==> config.mk <==
export PLATFORM = sky130hd
export DESIGN_NAME = uart_alu_top
export DESIGN_NICKNAME = d
export VERILOG_FILES = /design/src/rtl/uart_alu_pkg.sv /design/src/rtl/uart_alu_core.sv /design/src/rtl/uart_alu_top.sv
export SDC_FILE = /design/constraint.sdc
export NUM_CORES = 1
export LEC_CHECK = 0
export CAP_MARGIN = 25
export CELL_PAD_IN_SITES_DETAIL_PLACEMENT = 0
export CELL_PAD_IN_SITES_GLOBAL_PLACEMENT = 1
export CORE_AREA = 4 4 102 104
export DETAILED_ROUTE_END_ITERATION = 7
export DIE_AREA = 0 0 106 108
export GPL_TIMING_DRIVEN = 0
export PLACE_DENSITY_LB_ADDON = 0.2
export SETUP_SLACK_MARGIN = 0.05
export SYNTH_ARGS = -nofsm -noshare
export SYNTH_HDL_FRONTEND = slang
export SYNTH_SLANG_ARGS = --single-unit
==> constraint.sdc <==
create_clock -name i_clk -period 6.8 [get_ports i_clk]
set_input_delay 1.02 -clock i_clk [delete_from_list [all_inputs] [get_ports i_clk]]
set_output_delay 1.02 -clock i_clk [all_outputs]
set_load 0.01 [all_outputs]
==> src/rtl/uart_alu_pkg.sv <==
// ============================================================================
// Module      : uart_alu_pkg
// Description : Shared opcodes, register locations, command byte and FSM
//               state encodings for the UART-controlled ALU.
// Revision    : 1.0 - initial release
// ============================================================================
`default_nettype none

package uart_alu_pkg;

   localparam logic [5:0] OP_ADD = 6'b100000;
   localparam logic [5:0] OP_SUB = 6'b100010;
   localparam logic [5:0] OP_AND = 6'b100100;
   localparam logic [5:0] OP_OR  = 6'b100101;
   localparam logic [5:0] OP_XOR = 6'b100110;
   localparam logic [5:0] OP_NOR = 6'b100111;
   localparam logic [5:0] OP_SRA = 6'b000011;
   localparam logic [5:0] OP_SRL = 6'b000010;

   localparam logic [7:0] LOC_A   = 8'h00;
   localparam logic [7:0] LOC_B   = 8'h01;
   localparam logic [7:0] LOC_OP  = 8'h02;
   localparam logic [7:0] CMD_GET = 8'hFF;

   typedef enum logic [1:0] {
      RX_IDLE  = 2'd0,
      RX_START = 2'd1,
      RX_DATA  = 2'd2,
      RX_STOP  = 2'd3
   } rx_state_t;

   typedef enum logic [1:0] {
      TX_IDLE  = 2'd0,
      TX_START = 2'd1,
      TX_DATA  = 2'd2,
      TX_STOP  = 2'd3
   } tx_state_t;

   typedef enum logic [0:0] {
      IF_WAIT_CMD = 1'b0,
      IF_WAIT_VAL = 1'b1
   } if_state_t;

endpackage

`default_nettype wire

==> src/rtl/uart_alu_core.sv <==
// ============================================================================
// Module      : uart_alu_core
// Description : Two-byte command interface, A/B/OP registers and the
//               combinational ALU feeding the transmitter.
// Revision    : 1.0 - initial release
// ============================================================================
`default_nettype none

module uart_alu_core
   import uart_alu_pkg::*;
#(
   parameter int NB_DATA = 8,
   parameter int NB_OPS  = 6
)
(
   input  logic               i_clk,
   input  logic               i_reset,
   input  logic               i_rx_done,
   input  logic [NB_DATA-1:0] i_rx_byte,
   input  logic               i_tx_busy,
   output logic               o_tx_start,
   output logic [NB_DATA-1:0] o_result
);

   if_state_t          r_state;
   if_state_t          w_state_next;
   logic [NB_DATA-1:0] r_a;
   logic [NB_DATA-1:0] r_b;
   logic [NB_OPS-1:0]  r_op;
   logic [NB_DATA-1:0] r_loc;
   logic [NB_DATA-1:0] w_result;

   always_ff @(posedge i_clk) begin
      if (i_reset) r_state <= IF_WAIT_CMD;
      else         r_state <= w_state_next;
   end

   // A get command never leaves WAIT_CMD; only a location byte arms WAIT_VAL.
   always_comb begin
      w_state_next = r_state;
      case (r_state)
         IF_WAIT_CMD: if (i_rx_done && (i_rx_byte != CMD_GET)) w_state_next = IF_WAIT_VAL;
         IF_WAIT_VAL: if (i_rx_done) w_state_next = IF_WAIT_CMD;
         default:     w_state_next = IF_WAIT_CMD;
      endcase
   end

   always_comb begin
      o_tx_start = (r_state == IF_WAIT_CMD) && i_rx_done &&
                   (i_rx_byte == CMD_GET) && !i_tx_busy;
   end

   always_ff @(posedge i_clk) begin
      if (i_reset) begin
         r_a   <= '0;
         r_b   <= '0;
         r_op  <= OP_ADD;
         r_loc <= '0;
      end else if (i_rx_done) begin
         if (r_state == IF_WAIT_CMD) begin
            r_loc <= i_rx_byte;
         end else begin
            case (r_loc)
               LOC_A:   r_a  <= i_rx_byte;
               LOC_B:   r_b  <= i_rx_byte;
               LOC_OP:  r_op <= i_rx_byte[NB_OPS-1:0];
               default: ;
            endcase
         end
      end
   end

   always_comb begin
      w_result = '0;
      case (r_op)
         OP_ADD:  w_result = r_a + r_b;
         OP_SUB:  w_result = r_a - r_b;
         OP_AND:  w_result = r_a & r_b;
         OP_OR:   w_result = r_a | r_b;
         OP_XOR:  w_result = r_a ^ r_b;
         OP_NOR:  w_result = ~(r_a | r_b);
         OP_SRA:  w_result = $unsigned($signed(r_a) >>> r_b);
         OP_SRL:  w_result = r_a >> r_b;
         default: w_result = '0;
      endcase
   end

   assign o_result = w_result;

endmodule

`default_nettype wire

==> src/rtl/uart_alu_top.sv <==
// ============================================================================
// Module      : uart_alu_top
// Description : UART-controlled ALU: 16x-oversampling 8N1 receiver, command
//               core and 8N1 transmitter sharing one tick generator.
// Revision    : 1.0 - initial release
// ============================================================================
`default_nettype none

module uart_alu_top
   import uart_alu_pkg::*;
#(
   parameter int NB_DATA       = 8,
   parameter int NB_OPS        = 6,
   parameter int CLKS_PER_TICK = 611
)
(
   input  logic i_clk,
   input  logic i_reset,
   input  logic i_rx_data,
   output logic o_tx_serial_data
);

   localparam int                  NB_TICK   = (CLKS_PER_TICK > 1) ? $clog2(CLKS_PER_TICK) : 1;
   localparam logic [NB_TICK-1:0]  TICK_LAST = NB_TICK'(CLKS_PER_TICK - 1);
   localparam int                  NB_BITS   = (NB_DATA > 1) ? $clog2(NB_DATA) : 1;
   localparam logic [NB_BITS-1:0]  BIT_LAST  = NB_BITS'(NB_DATA - 1);

   logic [NB_TICK-1:0] r_tick_cnt;
   logic               w_tick;
   logic               r_rx_meta;
   logic               r_rx_sync;

   rx_state_t          r_rx_state;
   rx_state_t          w_rx_next;
   logic [3:0]         r_rx_ticks;
   logic [NB_BITS-1:0] r_rx_bits;
   logic [NB_DATA-1:0] r_rx_shift;
   logic               w_rx_done;

   tx_state_t          r_tx_state;
   tx_state_t          w_tx_next;
   logic [3:0]         r_tx_ticks;
   logic [NB_BITS-1:0] r_tx_bits;
   logic [NB_DATA-1:0] r_tx_shift;
   logic               r_tx_line;
   logic               w_tx_bit;
   logic               w_tx_busy;
   logic               w_tx_start;
   logic [NB_DATA-1:0] w_result;

   assign w_tick = (r_tick_cnt == TICK_LAST);

   always_ff @(posedge i_clk) begin
      if (i_reset || w_tick) r_tick_cnt <= '0;
      else                   r_tick_cnt <= r_tick_cnt + 1'b1;
   end

   always_ff @(posedge i_clk) begin
      if (i_reset) begin
         r_rx_meta <= 1'b1;
         r_rx_sync <= 1'b1;
      end else begin
         r_rx_meta <= i_rx_data;
         r_rx_sync <= r_rx_meta;
      end
   end

   always_ff @(posedge i_clk) begin
      if (i_reset) r_rx_state <= RX_IDLE;
      else         r_rx_state <= w_rx_next;
   end

   always_comb begin
      w_rx_next = r_rx_state;
      case (r_rx_state)
         RX_IDLE:  if (!r_rx_sync) w_rx_next = RX_START;
         RX_START: if (w_tick && (r_rx_ticks == 4'd7)) w_rx_next = r_rx_sync ? RX_IDLE : RX_DATA;
         RX_DATA:  if (w_tick && (r_rx_ticks == 4'd15) && (r_rx_bits == BIT_LAST)) w_rx_next = RX_STOP;
         RX_STOP:  if (w_tick && (r_rx_ticks == 4'd15)) w_rx_next = RX_IDLE;
         default:  w_rx_next = RX_IDLE;
      endcase
   end

   always_comb begin
      w_rx_done = (r_rx_state == RX_STOP) && w_tick && (r_rx_ticks == 4'd15);
   end

   // The 4-bit tick counter wraps 15->0, so only state changes need to clear it.
   always_ff @(posedge i_clk) begin
      if (i_reset) begin
         r_rx_ticks <= '0;
         r_rx_bits  <= '0;
         r_rx_shift <= '0;
      end else begin
         if (r_rx_state != w_rx_next) r_rx_ticks <= '0;
         else if (w_tick)             r_rx_ticks <= r_rx_ticks + 1'b1;
         if (r_rx_state == RX_START) begin
            r_rx_bits <= '0;
         end else if ((r_rx_state == RX_DATA) && w_tick && (r_rx_ticks == 4'd15)) begin
            r_rx_shift <= {r_rx_sync, r_rx_shift[NB_DATA-1:1]};
            r_rx_bits  <= r_rx_bits + 1'b1;
         end
      end
   end

   uart_alu_core #(
      .NB_DATA (NB_DATA),
      .NB_OPS  (NB_OPS)
   ) u_core (
      .i_clk      (i_clk),
      .i_reset    (i_reset),
      .i_rx_done  (w_rx_done),
      .i_rx_byte  (r_rx_shift),
      .i_tx_busy  (w_tx_busy),
      .o_tx_start (w_tx_start),
      .o_result   (w_result)
   );

   always_ff @(posedge i_clk) begin
      if (i_reset) r_tx_state <= TX_IDLE;
      else         r_tx_state <= w_tx_next;
   end

   always_comb begin
      w_tx_next = r_tx_state;
      case (r_tx_state)
         TX_IDLE:  if (w_tx_start) w_tx_next = TX_START;
         TX_START: if (w_tick && (r_tx_ticks == 4'd15)) w_tx_next = TX_DATA;
         TX_DATA:  if (w_tick && (r_tx_ticks == 4'd15) && (r_tx_bits == BIT_LAST)) w_tx_next = TX_STOP;
         TX_STOP:  if (w_tick && (r_tx_ticks == 4'd15)) w_tx_next = TX_IDLE;
         default:  w_tx_next = TX_IDLE;
      endcase
   end

   always_comb begin
      w_tx_busy = (r_tx_state != TX_IDLE);
      case (r_tx_state)
         TX_START: w_tx_bit = 1'b0;
         TX_DATA:  w_tx_bit = r_tx_shift[0];
         default:  w_tx_bit = 1'b1;
      endcase
   end

   // The result is snapshotted at tx_start so later register writes cannot disturb the frame.
   always_ff @(posedge i_clk) begin
      if (i_reset) begin
         r_tx_ticks <= '0;
         r_tx_bits  <= '0;
         r_tx_shift <= '0;
         r_tx_line  <= 1'b1;
      end else begin
         r_tx_line <= w_tx_bit;
         if (r_tx_state != w_tx_next) r_tx_ticks <= '0;
         else if (w_tick)             r_tx_ticks <= r_tx_ticks + 1'b1;
         if ((r_tx_state == TX_IDLE) && w_tx_start) begin
            r_tx_shift <= w_result;
            r_tx_bits  <= '0;
         end else if ((r_tx_state == TX_DATA) && w_tick && (r_tx_ticks == 4'd15)) begin
            r_tx_shift <= {1'b0, r_tx_shift[NB_DATA-1:1]};
            r_tx_bits  <= r_tx_bits + 1'b1;
         end
      end
   end

   assign o_tx_serial_data = r_tx_line;

endmodule

`default_nettype wire

== After elaboration in Yosys (flattened, before gate mapping) ==
Cells that the tools add are included.

* Order comparisons: 0
* Add/subtract/negate cells: 7
* Multiply operators: 0
* Multiplexer cells: 18
* Eq/ne operators: 26
* Divide/modulo/power cells: 0
* Reduce and logical (&&, ||, !) cells: 32
* Shift-type cells: 2
* Bitwise operators: 6

{| class="wikitable"
|+ Operator list
! cell !! count
|-
| $pmux W8 S8 || 1
|-
| $eq A6 B6 Y1 const B || 6
|-
| $mux W2 || 9
|-
| $logic_and A1 B1 Y1 || 16
|-
| $mux W8 || 2
|-
| $pmux W2 S4 || 2
|-
| $eq A6 B2 Y1 const B || 2
|-
| $add A10 B1 Y10 const B || 1
|-
| $eq A10 B10 Y1 const B || 1
|-
| $reduce_and A3 Y1 || 3
|-
| $add A4 B1 Y4 const B || 2
|-
| $add A8 B8 Y8 || 1
|-
| $and A8 B8 Y8 || 1
|-
| $eq A2 B2 Y1 const B || 4
|-
| $eq A4 B4 Y1 const B || 2
|-
| $eq A8 B1 Y1 const B || 1
|-
| $eq A8 B2 Y1 const B || 1
|-
| $eq A8 B8 Y1 const B || 1
|-
| $logic_not A8 Y1 || 1
|-
| $ne A8 B8 Y1 const B || 1
|-
| $not A8 Y8 || 1
|-
| $or A8 B8 Y8 || 1
|-
| $reduce_or A2 Y1 || 4
|-
| $shr A8 B8 Y8 || 1
|-
| 16 further kinds || 26
|}

* Output and inout bits: 1
* Memory bits (writable): 0
* Flip-flop bits (word level): 78
* Bits in latches: 0
* Memories kept: 0
* Memory bits (read-only): 0
* Input port bits: 3

== Longest topological paths before layout ==
* Depth in word-level cells: 10
* Depth in mapped cells: 13
* Gate-level depth less buffers: 13

== By module ==
From an unflattened synthesis, not the netlist that was laid out.

* Cells, all modules: 586
* Area total of the unflattened synthesis: 5074.9 um2

{| class="wikitable"
|+ Modules (own cells, without submodules)
! module !! instances !! area each (um2) !! cells each
|-
| uart_alu_core || 1 || 2777.7 || 349
|-
| uart_alu_top || 1 || 2297.2 || 237
|}

== Least setup slack after synthesis ==
Ideal clock, no wire load.

* Path kind: reg-to-reg
* From: register u_core.r_op[3]
* To: register r_tx_shift[6]
* Data arrival time: 2.829 ns
* Stages on the path, launching flop included: 14
* Path buffers: 0
* Slack: 3.838 ns
* Cells stage by stage: dfxtp_1 > nor2_1 > nand2_1 > nor3_1 > and2_1 > a21oi_1 > xnor2_1 > ha_1 > o21ai_0 > a21oi_1 > o21a_1 > or3_1 > a311oi_1 > a211oi_1

* Cells in the longest elaborated chain, start to end: 3
* Elaborated cells between the ends (all ways): 10

{| class="wikitable"
|+ RTL lines
! item !! RTL line !! text
|-
| start, declared || uart_alu_core.sv:29 || <nowiki>logic [NB_OPS-1:0] r_op;</nowiki>
|-
| start signal, assigned || uart_alu_core.sv:66 || <nowiki>LOC_OP: r_op <= i_rx_byte[NB_OPS-1:0];</nowiki>
|-
| $eq A6 B2 Y1 or $eq A6 B6 Y1 (tied branches) || uart_alu_core.sv:75 || <nowiki>case (r_op)</nowiki>
|-
| $pmux W8 S8 * || uart_alu_core.sv:75 ||
|-
| $mux W8 * || uart_alu_top.sv:155 || <nowiki>if ((r_tx_state == TX_IDLE) && w_tx_start) begin</nowiki>
|-
| end signal, assigned || uart_alu_top.sv:156 || <nowiki>r_tx_shift <= w_result;</nowiki>
|-
| end signal, assigned || uart_alu_top.sv:159 || <nowiki>r_tx_shift <= {1'b0, r_tx_shift[NB_DATA-1:1]};</nowiki>
|-
| end, declared || uart_alu_top.sv:44 || <nowiki>logic [NB_DATA-1:0] r_tx_shift;</nowiki>
|}

Every way passes the cells marked *; elsewhere a longest branch is shown, timed or not.
A chain may end at the register's enable or synchronous reset.

== Worst setup path after layout ==
Ends and elaborated chain as after synthesis.

==> impl_metrics.py <==
metrics = {
    "clock_tree": {
        "cts.repair.resized": 0,
        "cts_hold_buf": 0,
        "htree_levels": 3,
        "clock_path_buffers": 2,
        "cts_buffers": 9,
        "tritoncts": "built",
        "clkTransAtPathRegs_ps": 80,
        "clock_sinks": 78,
        "postCtsSetupRepairBufs": 0,
        "root_buffer": "clkbuf_8",
        "clock_latency_ps": 350,
    },
    "synth": {
        "synthCells": 588,
        "synthFlopType": "dfxtp_1",
        "ys_top_cells_by_area": "dfxtp_1 33%, ha_1 8.4%, mux2i_1 6.7%",
        "yosysMostFrequentCell": "dfxtp_1",
        "synth_area_um2": 4790,
        "syn_avg_cell_area_um2": 8.15,
        "synth_common_cells": "78 x dfxtp_1, 71 x nand2_1, 66 x nor2_1",
        "ys_seq_area_share_pct": 32.6,
        "syn-num-nets": 624,
        "synthArstFlopShare_pct": 0,
        "synth_edf_count": 0,
        "synth_top_area_share_pct": 32.6,
        "yosys.area.top_type": "dfxtp_1",
        "yosysWarnings": 0,
        "ys_ff_latch": 78,
        "ys_types": 60,
    },
    "timing": {
        "drv_slew": 0,
        "setup_tns_ps": 0,
        "finalCritPeriodShare_pct": 56.2,
        "hold_slack_ps": 413,
        "slew_headroom_pct": 38.7,
        "rsz0062_at_grt": "false",
        "finalSetupViolCount": 0,
        "fmax_mhz": 261,
        "finalHoldViolCount": 0,
        "finalClockSkew_ps": 8.71,
        "min_period_ps": 3820,
        "worst_pin_slew_ps": 912,
    },
    "final_layout": {
        "diodes": 0,
        "fin_cells": 739,
        "syn_to_final_growth_pct": 9.22,
        "drive_gt1_share_pct": 6.11,
        "nNetsFinal": 637,
        "fillCellCount": 908,
        "post-route-util_pct": 54.8,
    },
    "critical_path": {
        "worst-path-max-fanout": 7,
        "timing.rr.start": "u_core.r_op[3]",
        "cp-end-kind": "flip-flop",
        "crit_arrival_ps": 4040,
        "startpoint": "u_core.r_op[3]",
        "start_kind": "flip-flop",
        "crit_family": "simple AND/OR/NAND/NOR gates",
        "slowest_delay_ps": 710,
        "path_buf_inv": 0,
        "crit_path_top_delay_cell": "nor3_1",
        "critPathKind": "reg2reg",
        "path_cells": "nor2_1 > nand2_1 > nor3_1 > and2_1 > a21oi_1 > xnor2_1 > ha_1 > o21ai_0 > a21oi_1 > o21a_1 > or3_1 > a311oi_1 > a211oi_1",
        "critPathRequiredTime_ps": 7020,
        "crit_top_cell": "a21oi_1",
    },
    "global_route": {
        "grt_overflow": 0,
        "grt_max_degree": 14,
        "grt_antenna_before_repair": 0,
        "grt.total_usage_pct": 23.2,
        "grt_pass1_wl_um": 21000,
        "grt_pass1_vias": 4026,
    },
    "floorplanning": {
        "initial_core_util_pct": 50.2,
        "core-area_um2": 9550,
        "die_h_um": 108,
        "die_x_um": 106,
        "ios": 4,
        "num_rows": 36,
        "die_area_um2": 11400,
    },
    "drt": {
        "vias": 4199,
        "wl_per_cell_um": 17.3,
        "wirelength_um": 12800,
        "ant_nets": 0,
        "firstDrtPassIters": 5,
        "drt-initial-drc-count": 252,
        "drcViolationCount": 0,
        "via_per_inst": 5.68,
    },
    "placement": {
        "dp_hpwl_um": 9530,
        "place.gp.congestion": 0.943,
        "placed_cells": 723,
        "portBuffers": 2,
    },
    "status": {
        "status": "finished clean",
    },
    "job": {
        "drv_cap": 0,
    },
    "worst_hold_path": {
        "min_from": "r_rx_meta",
        "min_path_type": "reg2reg",
    },
    "power": {
        "leakage_nw": 1.90,
        "peakVddDrop_mv": 0.128,
        "pwr_density_cell_nw_per_um2": 175,
    },
}
cell type report:
class,instances,area [um2],share of cell area (%)
buffer,32,146,2.80
clock buffer,11,151,2.89
clock inverter,5,104,1.98
inverter,22,82.6,1.58
multi-input combinational,456,3000,57.3
sequential,78,1560,29.8
tap,133,166,3.18
timing repair buffer,2,20.0,0.383
worst reg2reg max path: stages (launching register included):
cell and delay, ps:
dfxtp_1 320, nor2_1 420, nand2_1 140, nor3_1 710, and2_1 360, a21oi_1 80
xnor2_1 290, ha_1 330, o21ai_0 90, a21oi_1 90, o21a_1 180, or3_1 300
a311oi_1 290, a211oi_1 90
cell families after synthesis:
group	synth area share (%)
multiplexers	7.70
XOR/XNOR	6.22
AO/OA/AOI/OAI	16.8
buffers and inverters	4.78
flip-flops	32.6
AND/OR/NAND/NOR	23.1
adder cells (fa/ha/maj)	8.78
power breakdown:
group | internal (W) | leakage (nW) | switching [W]
Clock | 0.000265 | 0.130 | 0.000170
Sequential | 0.000459 | 0.629 | 0.00000208
Combinational | 0.00000520 | 1.14 | 0.0000129
path summary, 6_finish.rpt:
| check | end | slack (ps) | cells past startpoint |
|---|---|---|---|
| worst max-delay path | r_tx_shift[6] | 2980 | 13 |
| worst min-delay path | r_rx_sync | 410 | 1 |
| worst max register to register | r_tx_shift[6] | 2980 | 13 |
| worst min register to register | r_rx_sync | 410 | 1 |
sequential cells by signal (all words and copies together) (netlist names), 4 cells and up:
register and count:
r_tx_shift 8, u_core.r_op 6, r_rx_shift 8, r_tick_cnt 10, u_core.r_a 8, r_rx_ticks 4
r_tx_ticks 4, u_core.r_b 8, u_core.r_loc 8
layer usage:
metal | track usage, % | part of all wire (%)
met2 | 38.2 | 47
met1 | 29.9 | 46
met5 | 0 | 0
met3 | 3.52 | 3.6
met4 | 11.5 | 3.8
cell usage in the layout, fill, tap and decap left out, types with 4 or more instances in the layout:
cell	Yosys	final
dfxtp_1	78	78
nand2_1	71	71
nor2_1	66	66
a21oi_1	52	52
mux2i_1	32	32
ha_1	32	32
xnor2_1	24	24
clkbuf_1	22	22
inv_1	21	21
nand3_1	20	20
nor3_1	14	14
o21ai_0	13	13
clkbuf_8	0	11
xor2_1	10	10
a31oi_1	9	9
a211oi_1	9	9
or3_1	7	7
nor4_1	6	6
nand2b_1	6	6
nand4_1	6	6
a21o_1	5	5
o21a_1	5	5
nor2b_1	5	5
buf_1	4	4
and3_1	4	4
metrics by stage:
stage	power [W]	area [um2]	worst slack [ps]
5_1_grt	0.000948	5230	2760
2_1_floorplan	0.000483	4790	3840
4_1_cts	0.000924	5230	3010
3_5_place_dp	0.000490	4980	3020
3_3_place_gp	0.000489	4980	3070
6_report	0.000914	5230	2980
(Power assumes the default switching activity.)
